`config.mk`:
```
export PLATFORM = sky130hd
export DESIGN_NAME = voice_mixer_flat
export DESIGN_NICKNAME = d
export VERILOG_FILES = /design/src/rtl/voice_mixer_if.sv /design/src/rtl/voice_mixer.sv /design/src/flat_wrapper.sv
export SDC_FILE = /design/constraint.sdc
export NUM_CORES = 1
export LEC_CHECK = 0
export BUFFER_PORTS_ARGS = -buffer_cell sky130_fd_sc_hd__buf_2
export CORE_MARGIN = 2
export CORE_UTILIZATION = 55
export DETAILED_ROUTE_END_ITERATION = 8
export GPL_TIMING_DRIVEN = 1
export PLACE_DENSITY = 0.85
export SLEW_MARGIN = 10
export SYNTH_ARGS = -nofsm -noshare
export SYNTH_HDL_FRONTEND = slang
export SYNTH_SLANG_ARGS = --single-unit
export TNS_END_PERCENT = 30
```
`constraint.sdc`:
```
create_clock -name clk_in -period 8.8 [get_ports clk_in]
set_clock_uncertainty 0.15 [all_clocks]
set_input_delay 0.44 -clock clk_in [delete_from_list [all_inputs] [get_ports clk_in]]
set_output_delay 0.44 -clock clk_in [all_outputs]
set_load 0.1 [all_outputs]
```
`src/rtl/voice_mixer_if.sv`:
```
// voice_mixer_if: voice inputs and mixed PWM sample outputs of the voice mixer.
//   master: drives voice_on/voice_vel/voice_sample, observes the mixer outputs.
//   slave : the mixer; consumes voice data, drives pwm_data, pwm_data_ready,
//           clip, active_count, busy.
interface voice_mixer_if #(
    parameter int NUM_VOICES = 8
) ();
    logic [NUM_VOICES-1:0]                voice_on;
    logic [NUM_VOICES-1:0][7:0]           voice_vel;
    logic [NUM_VOICES-1:0][7:0]           voice_sample;
    logic [7:0]                           pwm_data;
    logic                                 pwm_data_ready;
    logic                                 clip;
    logic [$clog2(NUM_VOICES+1)-1:0]      active_count;
    logic                                 busy;

    modport master (
        output voice_on, voice_vel, voice_sample,
        input  pwm_data, pwm_data_ready, clip, active_count, busy
    );

    modport slave (
        input  voice_on, voice_vel, voice_sample,
        output pwm_data, pwm_data_ready, clip, active_count, busy
    );
endinterface

```
`src/rtl/voice_mixer.sv`:
```
// voice_mixer: N-voice mixer with per-voice linear envelopes, one shared MAC and
// a saturating offset-binary 8-bit output sample once per SAMPLE_PERIOD.
//   clk_in : system clock
//   rst_in : synchronous active-high reset
//   bus    : voice_mixer_if.slave (voice on/velocity/sample in; pwm_data,
//            pwm_data_ready, clip, active_count, busy out)
module voice_mixer #(
    parameter int NUM_VOICES    = 8,
    parameter int SAMPLE_PERIOD = 4536,
    parameter int ATTACK_STEP   = 16,
    parameter int RELEASE_STEP  = 8,
    parameter int OUT_SHIFT     = 2
) (
    input logic            clk_in,
    input logic            rst_in,
    voice_mixer_if.slave   bus
);
    localparam int CW = (NUM_VOICES > 1) ? $clog2(NUM_VOICES) : 1;
    localparam int AW = 18 + CW;
    localparam int TW = (SAMPLE_PERIOD > 1) ? $clog2(SAMPLE_PERIOD) : 1;
    localparam int NW = $clog2(NUM_VOICES + 1);
    localparam logic signed [AW-1:0] MID  = 128;
    localparam logic signed [AW-1:0] MAXV = 255;

    typedef enum logic [1:0] {IDLE, ACCUM, DONE} state_t;

    state_t                      state, state_nxt;
    logic [TW-1:0]               cnt;
    logic                        tick;
    logic [NUM_VOICES-1:0][7:0]  env, env_nxt, tgt, smp;
    logic [NW-1:0]               active_nxt;
    logic [CW-1:0]               idx;
    logic signed [AW-1:0]        acc, res;
    logic signed [8:0]           centred;
    logic signed [17:0]          prod;
    logic                        lo, hi;
    logic [7:0]                  r_sat;
    logic                        load, acc_en, finish;

    // free-running sample-rate counter, independent of the FSM
    assign tick = (cnt == TW'(SAMPLE_PERIOD - 1));

    always_ff @(posedge clk_in) begin
        if (rst_in) cnt <= '0;
        else        cnt <= tick ? '0 : cnt + TW'(1);
    end

    // envelope step toward target, clamped so it never overshoots or wraps
    always_comb begin
        tgt        = '0;
        env_nxt    = '0;
        active_nxt = '0;
        for (int i = 0; i < NUM_VOICES; i++) begin
            tgt[i]     = bus.voice_on[i] ? bus.voice_vel[i] : 8'd0;
            env_nxt[i] = (env[i] < tgt[i])
                       ? ((tgt[i] - env[i] > 8'(ATTACK_STEP))  ? env[i] + 8'(ATTACK_STEP)  : tgt[i])
                       : ((env[i] - tgt[i] > 8'(RELEASE_STEP)) ? env[i] - 8'(RELEASE_STEP) : tgt[i]);
            active_nxt = active_nxt + NW'(env_nxt[i] != 8'd0);
        end
    end

    always_ff @(posedge clk_in) begin
        if (rst_in) state <= IDLE;
        else        state <= state_nxt;
    end

    always_comb begin
        state_nxt = (state == IDLE)  ? (tick ? ACCUM : IDLE)
                  : (state == ACCUM) ? ((idx == CW'(NUM_VOICES - 1)) ? DONE : ACCUM)
                  : IDLE;
    end

    always_comb begin
        load     = (state == IDLE) && tick;
        acc_en   = (state == ACCUM);
        finish   = (state == DONE);
        bus.busy = (state != IDLE);
    end

    // one voice per cycle through the shared multiplier; the result stage
    // normalises by 128, applies OUT_SHIFT, re-centres and saturates
    always_comb begin
        centred = $signed({1'b0, smp[idx]}) - 9'sd128;
        prod    = centred * $signed({1'b0, env[idx]});
        res     = (acc >>> (7 + OUT_SHIFT)) + MID;
        lo      = res[AW-1];
        hi      = !lo && (res > MAXV);
        r_sat   = lo ? 8'd0 : hi ? 8'd255 : res[7:0];
    end

    always_ff @(posedge clk_in) begin
        if (rst_in) begin
            env                <= '0;
            smp                <= '0;
            acc                <= '0;
            idx                <= '0;
            bus.pwm_data       <= 8'd128;
            bus.pwm_data_ready <= 1'b0;
            bus.clip           <= 1'b0;
            bus.active_count   <= '0;
        end else begin
            bus.pwm_data_ready <= finish;
            bus.clip           <= finish && (lo || hi);
            if (load) begin
                env              <= env_nxt;
                smp              <= bus.voice_sample;
                bus.active_count <= active_nxt;
                acc              <= '0;
                idx              <= '0;
            end
            if (acc_en) begin
                acc <= acc + AW'(prod);
                idx <= idx + CW'(1);
            end
            if (finish) bus.pwm_data <= r_sat;
        end
    end
endmodule

```
`src/flat_wrapper.sv`:
```
// flat-port wrapper written by rule: the top's interface ports become plain ports
module voice_mixer_flat 
#(
    parameter int NUM_VOICES    = 8,
    parameter int SAMPLE_PERIOD = 4536,
    parameter int ATTACK_STEP   = 16,
    parameter int RELEASE_STEP  = 8,
    parameter int OUT_SHIFT     = 2
)
  (clk_in, rst_in, bus_voice_on, bus_voice_vel, bus_voice_sample, bus_pwm_data, bus_pwm_data_ready, bus_clip, bus_active_count, bus_busy);
  voice_mixer_if #(.NUM_VOICES(NUM_VOICES)) bus_i ();
  input logic clk_in;
  input logic rst_in;
  input wire logic [$bits(bus_i.voice_on)-1:0] bus_voice_on;
  input wire logic [$bits(bus_i.voice_vel)-1:0] bus_voice_vel;
  input wire logic [$bits(bus_i.voice_sample)-1:0] bus_voice_sample;
  output wire logic [$bits(bus_i.pwm_data)-1:0] bus_pwm_data;
  output wire logic [$bits(bus_i.pwm_data_ready)-1:0] bus_pwm_data_ready;
  output wire logic [$bits(bus_i.clip)-1:0] bus_clip;
  output wire logic [$bits(bus_i.active_count)-1:0] bus_active_count;
  output wire logic [$bits(bus_i.busy)-1:0] bus_busy;
  assign bus_i.voice_on = bus_voice_on;
  assign bus_i.voice_vel = bus_voice_vel;
  assign bus_i.voice_sample = bus_voice_sample;
  assign bus_pwm_data = bus_i.pwm_data;
  assign bus_pwm_data_ready = bus_i.pwm_data_ready;
  assign bus_clip = bus_i.clip;
  assign bus_active_count = bus_i.active_count;
  assign bus_busy = bus_i.busy;
  voice_mixer #(.NUM_VOICES(NUM_VOICES), .SAMPLE_PERIOD(SAMPLE_PERIOD), .ATTACK_STEP(ATTACK_STEP), .RELEASE_STEP(RELEASE_STEP), .OUT_SHIFT(OUT_SHIFT)) u_core (.clk_in(clk_in), .rst_in(rst_in), .bus(bus_i));
endmodule
```
==> key figures <==
Detailed routing
  • Antenna Nets Post-Route: 0
  • TritonRoute pass-1 iters: 6
  • 1st-iter DRT viols: 1680
  • WL/cell: ~17 µm
  • Via density: roughly 6.0
  • DRT Wirelength: 52.95 mm
  • DR vias: around 18000
  • # DRC: 0

Flow run
  • Max-cap viol count: 0

Floorplanning
  • Die width: 191.3 µm
  • Die area: between 0.03 and 0.04 mm²
  • Row cnt: between 60 and 70
  • Core area: roughly 0.035 mm²
  • Initial Util: 55.88%
  • IO Pins: between 150 and 200
  • DIE HEIGHT: approximately 190 µm

Finish
  • Design Area, Final: between 0.02 and 0.025 mm²
  • Fillers: 2951
  • Ratio of cells with drive above 1 in the final layout: approximately a tenth
  • Fin cells: 3028
  • P&R area growth vs syn: 8.589%
  • Nets: 2992
  • Storage cell area: 0.003625 mm²
  • Area of the multi-input gates: roughly 0.014 mm²

Power and ir drop
  • Total power: 2065 µW
  • Worst vdd ir: 0.1316 mV
  • Leakage power: 0.009247 µW
  • Pwr Density: ~99 mW/mm²

Place
  • Placed cells: approximately 3000
  • Port-buffer cells: 152
  • Hpwl dp: 41.58 mm
  • Gp weighted congestion: slightly below 1
  • DP Area: 0.02035 mm²

Synthesis
  • Top cells by area, synth: dfxtp_1 19%, ha_1 14%, fa_1 8.8%
  • Synth Cell Area: between 0.015 and 0.02 mm²
  • Most common cell in the synthesized netlist: nand2_1
  • FF+latch count, synth: roughly 180
  • Most common library cells after synthesis: 346 x nand2_1, 304 x inv_1, 210 x ha_1
  • Syn_nets: 2909
  • Synth Instances: 2476
  • Synth Area per Inst: 7.796 µm²
  • Cell taking the most area after synthesis: dfxtp_1
  • Seq/Total Area, Yosys: roughly a fifth
  • FFs w/ async S/R, synth: 0%
  • Most used flip-flop cell after synthesis: dfxtp_1
  • Yosys top cell area share: 18.77%
  • EDFF count, synth: 0
  • Synth unique cells: between 80 and 90
  • Synthesis Warnings: 0

CTS
  • CTS buffer count: 17
  • CTS tree: done
  • CTS Root Buffer Type: clkbuf_16
  • CTS clk-pin slew, worst paths: 0.07 ns
  • Clock insertion delay at the later pin of the skew report: ~0.45 ns
  • H-tree depth: 4
  • Post-cts resize count: 0
  • Clock tree buffer depth: 2
  • Post-cts hold buffer count: 0
  • Clk sink count: 181
  • Postcts setup bufs: 0

Timing
  • RSZ-0062 raised after global routing: no
  • Relative slew slack: 15.85%
  • Max Slew Vio Count: 0
  • Final min period: 7.481 ns
  • Count of final setup violators: 0
  • Setup TNS: 0 ns
  • Max Freq: roughly 130 MHz
  • Worst slew pin tran: about 1.3 ns
  • Final Hold Vio Count: 0
  • Period Utilization, post-route: 85.01%

Worst setup path
  • Arrival @ worst endpoint: 7.70 ns
  • Worst R2R Start: u_core.idx[0]
  • Startpoint types: flip-flop
  • R2r setup slk: 1.32 ns
  • Crit path launch: u_core.idx[0]
  • CP Capture Type: flip-flop
  • Worst Path Required: 9.02 ns
  • Worst Path Max Fanout: 20
  • Critical path type: flip-flop to flip-flop

GRT
  • Grt ovf: 0
  • First-pass GRT wire length: 86.06 mm
  • Antenna violations before repair: 1
  • GR Util All Layers: about 29%
  • Number of global-route vias before repair: 17900
  • Pin count of the biggest net entering global routing: 83

Min path
  • Critical hold path startpoint: bus_voice_sample[24]
  • Worst min path class: primary input to flip-flop

Status
  • Status: finished, final reports clean
## power by group
part	total, µW	switching, µW	internal [µW]
combinational	448	267	181
sequential	820	0.861	819
clock	796	362	435
total	2060	630	1440
## placed cells by master (no fill, tap or decap), drive strengths merged, types with 24 or more instances in the layout
cell type	n
nand2b	38
mux4	32
xnor2	56
nor2	180
a211oi	35
nor2b	26
nor3	43
o21a	24
nand2	346
ha	210
nand3	62
dfxtp	181
buf	165
inv	311
o21ai	96
a21oi	197
xor2	42
fa	85
mux2i	42
## worst paths after layout
path / end / cells past startpoint
worst max-delay path: u_core.acc[20] / 21
worst min-delay path: u_core.smp[24] / 3
worst max register to register: u_core.acc[20] / 21
worst min register to register: u_core.smp[48] / 2
## kinds of logic after synthesis
kind of cell	synth area share, %
and+or+nand+nor	20.26
AOI/OAI and AO/OA	19.91
buffers and inverters	7.915
adders and majority gates	22.43
DFF	18.77
xor gates and xnor gates	4.447
muxes	6.262
## state kept, by name, indices dropped and copies added (netlist names)
signal,cells
u_core.cnt,13
u_core.smp,64
u_core.state,2
u_core.env,64
u_core.idx,3
u_core.bus.active_count,4
u_core.bus.pwm_data_ready,1
u_core.bus.pwm_data,8
u_core.bus.clip,1
u_core.acc,21
## layout make-up
cell class                      count  area share, %
Inverter                          304          5.444
Clock inverter                     14         0.7820
Tap cell                          455          2.716
Antenna cell                        1        0.01194
Timing Repair Buffer              165          4.107
Sequential cell                   181          17.29
Clock buffer                       18          2.095
Multi-Input combinational cell   1890          67.55
## metrics by stage
stage | util, % | hold slack, ns | setup slack (ns)
after floorplan | - | 0.2676 | 1.340
after global placement | 58.92 | 0.2814 | 1.478
after detailed placement | 58.92 | 0.2935 | 1.357
after CTS | 60.67 | 0.06213 | 1.322
after global routing | 60.67 | 0.06702 | 0.8072
final | 60.68 | 0.08304 | 1.319
## layer usage
layer  wire (µm)  vias up  global-route usage [%]
li1            -     8713                       -
met1       21980     8719                   35.97
met2       25170      755                   48.78
met3        4182      122                   6.205
met4        1629        0                   11.15
met5           0        -                       0
## worst max-delay path, cell delays in order (launching register included)
cell and delay [ns]:
dfxtp_2 0.72, mux4_2 0.57, o21ai_0 0.55, inv_1 0.15, nor2_1 0.21, fa_1 0.49, fa_1 0.59, inv_1 0.13
fa_1 0.56, inv_1 0.06, fa_1 0.52, inv_1 0.05, fa_1 0.49, inv_1 0.04, ha_1 0.38, a21o_1 0.21
a21o_1 0.19, or4_1 0.38, o21ai_0 0.27, mux2i_1 0.25, mux2_2 0.35, nor2_1 0.07
Power figures use the tool's default switching activity.
